--- src/rtl/switch_input.sv ---
// Switch input conditioner: per-bit 2-flop synchroniser, counter debounce, edge pulses and a
// sticky CPU-acknowledged event register. Define SWITCH_FALL_EVENT_EN to also capture falling edges.
module switch_input #(
    parameter int WIDTH         = 4,
    parameter int STABLE_CYCLES = 16
) (
    input  logic             clk,
    input  logic             reset,
    input  logic [WIDTH-1:0] raw_switch,
    output logic [WIDTH-1:0] switch_level,
    output logic [WIDTH-1:0] switch_rise,
    output logic [WIDTH-1:0] switch_fall,
    output logic [WIDTH-1:0] ev_pending,
    input  logic [WIDTH-1:0] ev_ack
);

    localparam int CW = $clog2(STABLE_CYCLES + 1);
    localparam logic [CW-1:0] CNT_LAST = CW'(STABLE_CYCLES - 1);
    localparam logic [CW-1:0] CNT_ONE  = CW'(1);

    logic [WIDTH-1:0] sync1_q;
    logic [WIDTH-1:0] sync2_q;
    logic [WIDTH-1:0] level_q;
    logic [WIDTH-1:0] level_d;
    logic [WIDTH-1:0] rise_q;
    logic [WIDTH-1:0] rise_d;
    logic [WIDTH-1:0] fall_q;
    logic [WIDTH-1:0] fall_d;
    logic [WIDTH-1:0] pend_q;
    logic [WIDTH-1:0] pend_d;
    logic [WIDTH-1:0] ev_set_s;
    logic [CW-1:0]    cnt_q [WIDTH];
    logic [CW-1:0]    cnt_d [WIDTH];

    // Debounce: count consecutive samples that disagree with the level; any agreeing sample restarts.
    always_comb begin
        level_d = level_q;
        for (int i = 0; i < WIDTH; i++) begin
            cnt_d[i] = cnt_q[i];
            if (sync2_q[i] == level_q[i]) begin
                cnt_d[i] = '0;
            end else if (cnt_q[i] == CNT_LAST) begin
                level_d[i] = sync2_q[i];
                cnt_d[i]   = '0;
            end else begin
                cnt_d[i] = cnt_q[i] + CNT_ONE;
            end
        end
    end

    // Pulses are registered together with the new level; pending captures the visible pulse,
    // so an ack landing on the capture edge loses to the set.
    always_comb begin
        rise_d = level_d & ~level_q;
        fall_d = ~level_d & level_q;
`ifdef SWITCH_FALL_EVENT_EN
        ev_set_s = rise_q | fall_q;
`else
        ev_set_s = rise_q;
`endif
        pend_d = (pend_q & ~ev_ack) | ev_set_s;
    end

    // State registers with synchronous reset.
    always_ff @(posedge clk) begin
        if (reset) begin
            sync1_q <= '0;
            sync2_q <= '0;
            level_q <= '0;
            rise_q  <= '0;
            fall_q  <= '0;
            pend_q  <= '0;
            for (int i = 0; i < WIDTH; i++) begin
                cnt_q[i] <= '0;
            end
        end else begin
            sync1_q <= raw_switch;
            sync2_q <= sync1_q;
            level_q <= level_d;
            rise_q  <= rise_d;
            fall_q  <= fall_d;
            pend_q  <= pend_d;
            for (int i = 0; i < WIDTH; i++) begin
                cnt_q[i] <= cnt_d[i];
            end
        end
    end

    assign switch_level = level_q;
    assign switch_rise  = rise_q;
    assign switch_fall  = fall_q;
    assign ev_pending   = pend_q;

endmodule

--- config.mk ---
export PLATFORM = sky130hd
export DESIGN_NAME = switch_input
export DESIGN_NICKNAME = d
export VERILOG_FILES = /design/src/rtl/switch_input.sv
export SDC_FILE = /design/constraint.sdc
export NUM_CORES = 1
export LEC_CHECK = 0
export ABC_AREA = 0
export BUFFER_PORTS_ARGS = -buffer_cell sky130_fd_sc_hd__buf_2
export CAP_MARGIN = 20
export CORE_MARGIN = 1
export CORE_UTILIZATION = 40
export DETAILED_ROUTE_END_ITERATION = 8
export MAX_ROUTING_LAYER = met4
export SETUP_SLACK_MARGIN = 0.3
export SYNTH_ARGS = -nofsm -noshare
export SYNTH_HDL_FRONTEND = slang
export SYNTH_SLANG_ARGS = --single-unit
--- constraint.sdc ---
create_clock -name clk -period 1.64 [get_ports clk]
set_input_delay 0.328 -clock clk [delete_from_list [all_inputs] [get_ports clk]]
set_output_delay 0.328 -clock clk [all_outputs]
set_load 0.01 [all_outputs]
Yosys cells after proc, flatten, opt, wreduce, memory -nomap -nowiden --
Memory sizes are Yosys's and may differ from the RTL's. Index checks and enable logic that the tools add are counted. W data, S select, Z words.
Storage, ports and cells: memory bits (writable) 20, input port bits 10, memories 1, bits in registers 24
Memory list:
- cnt_q | words 4, bits a word 5, read ports 4, clocked after Yosys merged registers in 0, write ports 4, line 32 | logic [CW-1:0] cnt_q [WIDTH];
Operators by class: bitwise gates (word level) 11, add/subtract/negate cells 4, multiplexer cells 23, eq/ne operators 8
Operator list (count):
- $mux W5 | 12
- $add A5 B1 Y5 const B | 4
- $eq A5 B4 Y1 const B | 4
- $and A4 B4 Y4 | 3
- $not A4 Y4 | 3
- $mux W1 | 11
- $eq A1 B1 Y1 | 4
- $or A1 B1 Y1 | 4
- $or A4 B4 Y4 | 1

Longest topological paths before layout --
word-level depth 5, depth in mapped cells 5, mapped depth without buffers 5

Worst setup path after synthesis --
Ideal clock, no wire load.
kind register -> register, from mem cnt_q[0][0] in the netlist's numbering, to mem cnt_q[0][2] in the netlist's numbering, buffers on the path 0, setup time 0.064 ns, cell stages (with the launch flop) 6, data arrival time 1.388 ns, path slack 0.188 ns, path through dfxtp_1 ha_1 and3_1 ha_1 or3_4 nor2_1
RTL lines (line):
- from (decl) | 32

==> qor.yml <==
status:
  outcome: "completed"
clocking:
  tritoncts_clock_tree: "yes"
  cts.sinks: 44
  cts-hold-fix-buffers: 0
  clk_pin_slew_ns: 0.08
  cts-htree-levels: 2
  cts_made_buffers: 5
  clk-insertion-delay-late_ns: 0.30
  clock_path_buffers: 2
  root_buffer: "sky130_fd_sc_hd__clkbuf_8"
placed_design:
  dpl_cell_area_sq_mm: 0.001705
  place_hpwl_um: 1600
  port-buffer-count: 25
  final_weighted_congestion_in_routability_driven_placement: 0.7186
routing:
  drt_pre_antenna_iters: 3
  route.vias.total: 1042
  drt_wl_total_um: 2600
  wl_per_cell_um: 11.16
  count_of_routing_violations_after_the_opening_detailed_route_iteration: 18
  avgViaCountPerCell: 4.472
  postRouteAntennaNets: 0
  drc: 0
global_route:
  first_global_vias: 1068
  antenna_found_initial: 0
  grt_pass1_wl_um: 4422
  grt_remaining_overflow: 0
  track_usage_pct: 14.91
  grt_start_max_net_pins: 20
logic_synthesis:
  post_synth_instance_area_sq_mm: 0.001508
  mappedNetlistNets: 162
  syn-mean-instance-area_sq_um: 10.47
  synth_cell_type_count: 17
  cell_taking_the_most_area_after_synthesis: "sky130_fd_sc_hd__dfxtp_1"
  synthesis.yosys.warnings: 0
  yosysTopAreaCellShare_pct: 58.42
  synth-seq-cells: 44
  netlist_instances: 144
  synth.area.top_cells: "sky130_fd_sc_hd__dfxtp_1, sky130_fd_sc_hd__nor2_1, sky130_fd_sc_hd__ha_1"
  portion_of_the_post_synthesis_area_used_by_sequential_elements_pct: 58.42
timing:
  post_route_clock_period_utilization_pct: 84.39
  rsz0062_at_grt: "true"
  relSlewSlack_pct: 75.13
  final_total_negative_setup_slack_ns: 0
  max_slew_violation_total_from_the_final_report: 0
  timing.fmax_mhz: 722.6
  setup_viol_count_final: 0
  report.final.hold_viol_count: 0
  worst_clock_skew_ns: 0.009611
  worst-slew-pin-transition_ns: 0.3731
  min_period_ns: 1.384
die:
  row_count: 21
  floorplan.initialDensity_pct: 43.47
  floorplan.core_area_sq_mm: 0.003468
  die_w_um: 63.40
  top_level_ports: 26
  dieHeight_um: 63.40
  dieArea_sq_mm: 0.004019
layout:
  final_nets: 204
  mostFrequentLayoutCells: "sky130_fd_sc_hd__dfxtp_1, sky130_fd_sc_hd__buf_2, sky130_fd_sc_hd__nor2_1, sky130_fd_sc_hd__inv_1, sky130_fd_sc_hd__buf_4"
  final_core_utilization_pct: 59.67
  synthToLayoutAreaGrowth_pct: 37.26
  insertedDiodeCount: 0
  postLayoutCellArea_sq_mm: 0.002069
  layout.cells.most_common: "sky130_fd_sc_hd__dfxtp_1"
  drive_gt1_share_pct: 44.92
power_and_ir_drop:
  worst_vdd_ir_uv: 529.7
  leakagePower_nw: 0.8134
  power.density_cell_area_mw_per_mm2: 870.9
min_path:
  min_path_type: "input port to flop"
critical_path:
  worstSetupPathType: "flop to flop"
  critPathRequiredTime_ns: 1.88
  critical_path_arrival_ns: 1.62
  worst_setup_path_end_kind: "flop"
  peak_fanout_along_the_critical_path: 5
  startpoint_type: "flop"
run:
  max_cap_viol_count: 0
## power breakdown
part	switching (W)	leakage, nW	total, W	internal (W)
Combinational	0.0000267	0.406	0.0000529	0.0000262
Clock	0.000364	0.0479	0.000660	0.000297
Sequential	0.00000906	0.360	0.00109	0.00108
Total	0.000399	0.813	0.00180	0.00140
## cell type report
| cell class | count | area (sq um) |
|---|---|---|
| fill | 300 | 1399 |
| sequential | 44 | 889.6 |
| multi-input combinational | 85 | 763.2 |
| timing repair buffer | 38 | 226.5 |
| clock buffer | 5 | 68.82 |
| tap | 46 | 57.56 |
| inverter | 12 | 45.04 |
| clock inverter | 3 | 18.77 |
## sequential cells by signal (all words and copies together), names as in the netlist
signal        count
sync2_q           4
cnt_q            20
switch_level      4
sync1_q           4
switch_rise       4
ev_pending        4
switch_fall       4
## synthesized netlist by cell type
master	n
sky130_fd_sc_hd__ha_1	8
sky130_fd_sc_hd__a21oi_1	4
sky130_fd_sc_hd__nor2b_1	8
sky130_fd_sc_hd__and3_1	4
sky130_fd_sc_hd__buf_1	2
sky130_fd_sc_hd__mux2i_1	4
sky130_fd_sc_hd__nand3_1	4
sky130_fd_sc_hd__xor2_1	4
sky130_fd_sc_hd__xnor2_1	8
sky130_fd_sc_hd__or3_4	4
sky130_fd_sc_hd__nor2_1	28
sky130_fd_sc_hd__buf_2	1
sky130_fd_sc_hd__nor4bb_1	3
sky130_fd_sc_hd__nor3_1	5
sky130_fd_sc_hd__inv_1	12
sky130_fd_sc_hd__nand2_1	1
sky130_fd_sc_hd__dfxtp_1	44
## critical path, cell delays in order (launching register included)
cell and delay, ns:
sky130_fd_sc_hd__dfxtp_2 0.35, sky130_fd_sc_hd__ha_4 0.16, sky130_fd_sc_hd__and3_4 0.18, sky130_fd_sc_hd__ha_4 0.15, sky130_fd_sc_hd__or3_4 0.37, sky130_fd_sc_hd__nor2_1 0.12
## metrics by stage
| step | hold WS [ns] | std cells | worst slack, ns | power (W) |
|---|---|---|---|---|
| detailed placement | 0.4246 | 213 | 0.2192 | 0.001156 |
| global route | 0.2463 | 233 | 0.2218 | 0.001882 |
| global placement | 0.4184 | 213 | 0.2551 | 0.001154 |
| floorplan | 0.4138 | 144 | 0.3032 | 0.001139 |
| CTS | 0.2280 | 230 | 0.2220 | 0.001821 |
| finish | 0.2338 | 233 | 0.2561 | 0.001802 |
## metal layers
layer	up-vias	track usage (%)	share of wire (%)
met4	0	6.818	0.50
met3	2	7.246	5.5
met2	24	24.20	49
met5	-	-	0
li1	542	-	-
met1	474	15.01	45
## final timing paths
check,from,to,slack (ns),depth (start not counted)
worst max-delay path,cnt_q[1][1],cnt_q[1][4],0.26,5
worst min-delay path,raw_switch[2],sync1_q[2],0.23,2
worst max register to register,cnt_q[1][1],cnt_q[1][4],0.26,5
worst min register to register,sync1_q[1],sync2_q[1],0.44,1
## cell families after synthesis
| logic type | share of synthesized area (%) |
|---|---|
| buffers and inverters | 3.817 |
| AND/OR/NAND/NOR | 20.17 |
| AO/OA/AOI/OAI | 1.328 |
| adder cells (fa/ha/maj) | 6.639 |
| flip-flops | 58.42 |
| XOR/XNOR | 6.971 |
| multiplexers | 2.656 |
## timing repair
item                       CTS  global route
pin swaps                   21             6
setup buffers                9             3
setup endpoints to repair   23            27
resized for setup           21            18
(Power assumes the default switching activity.)
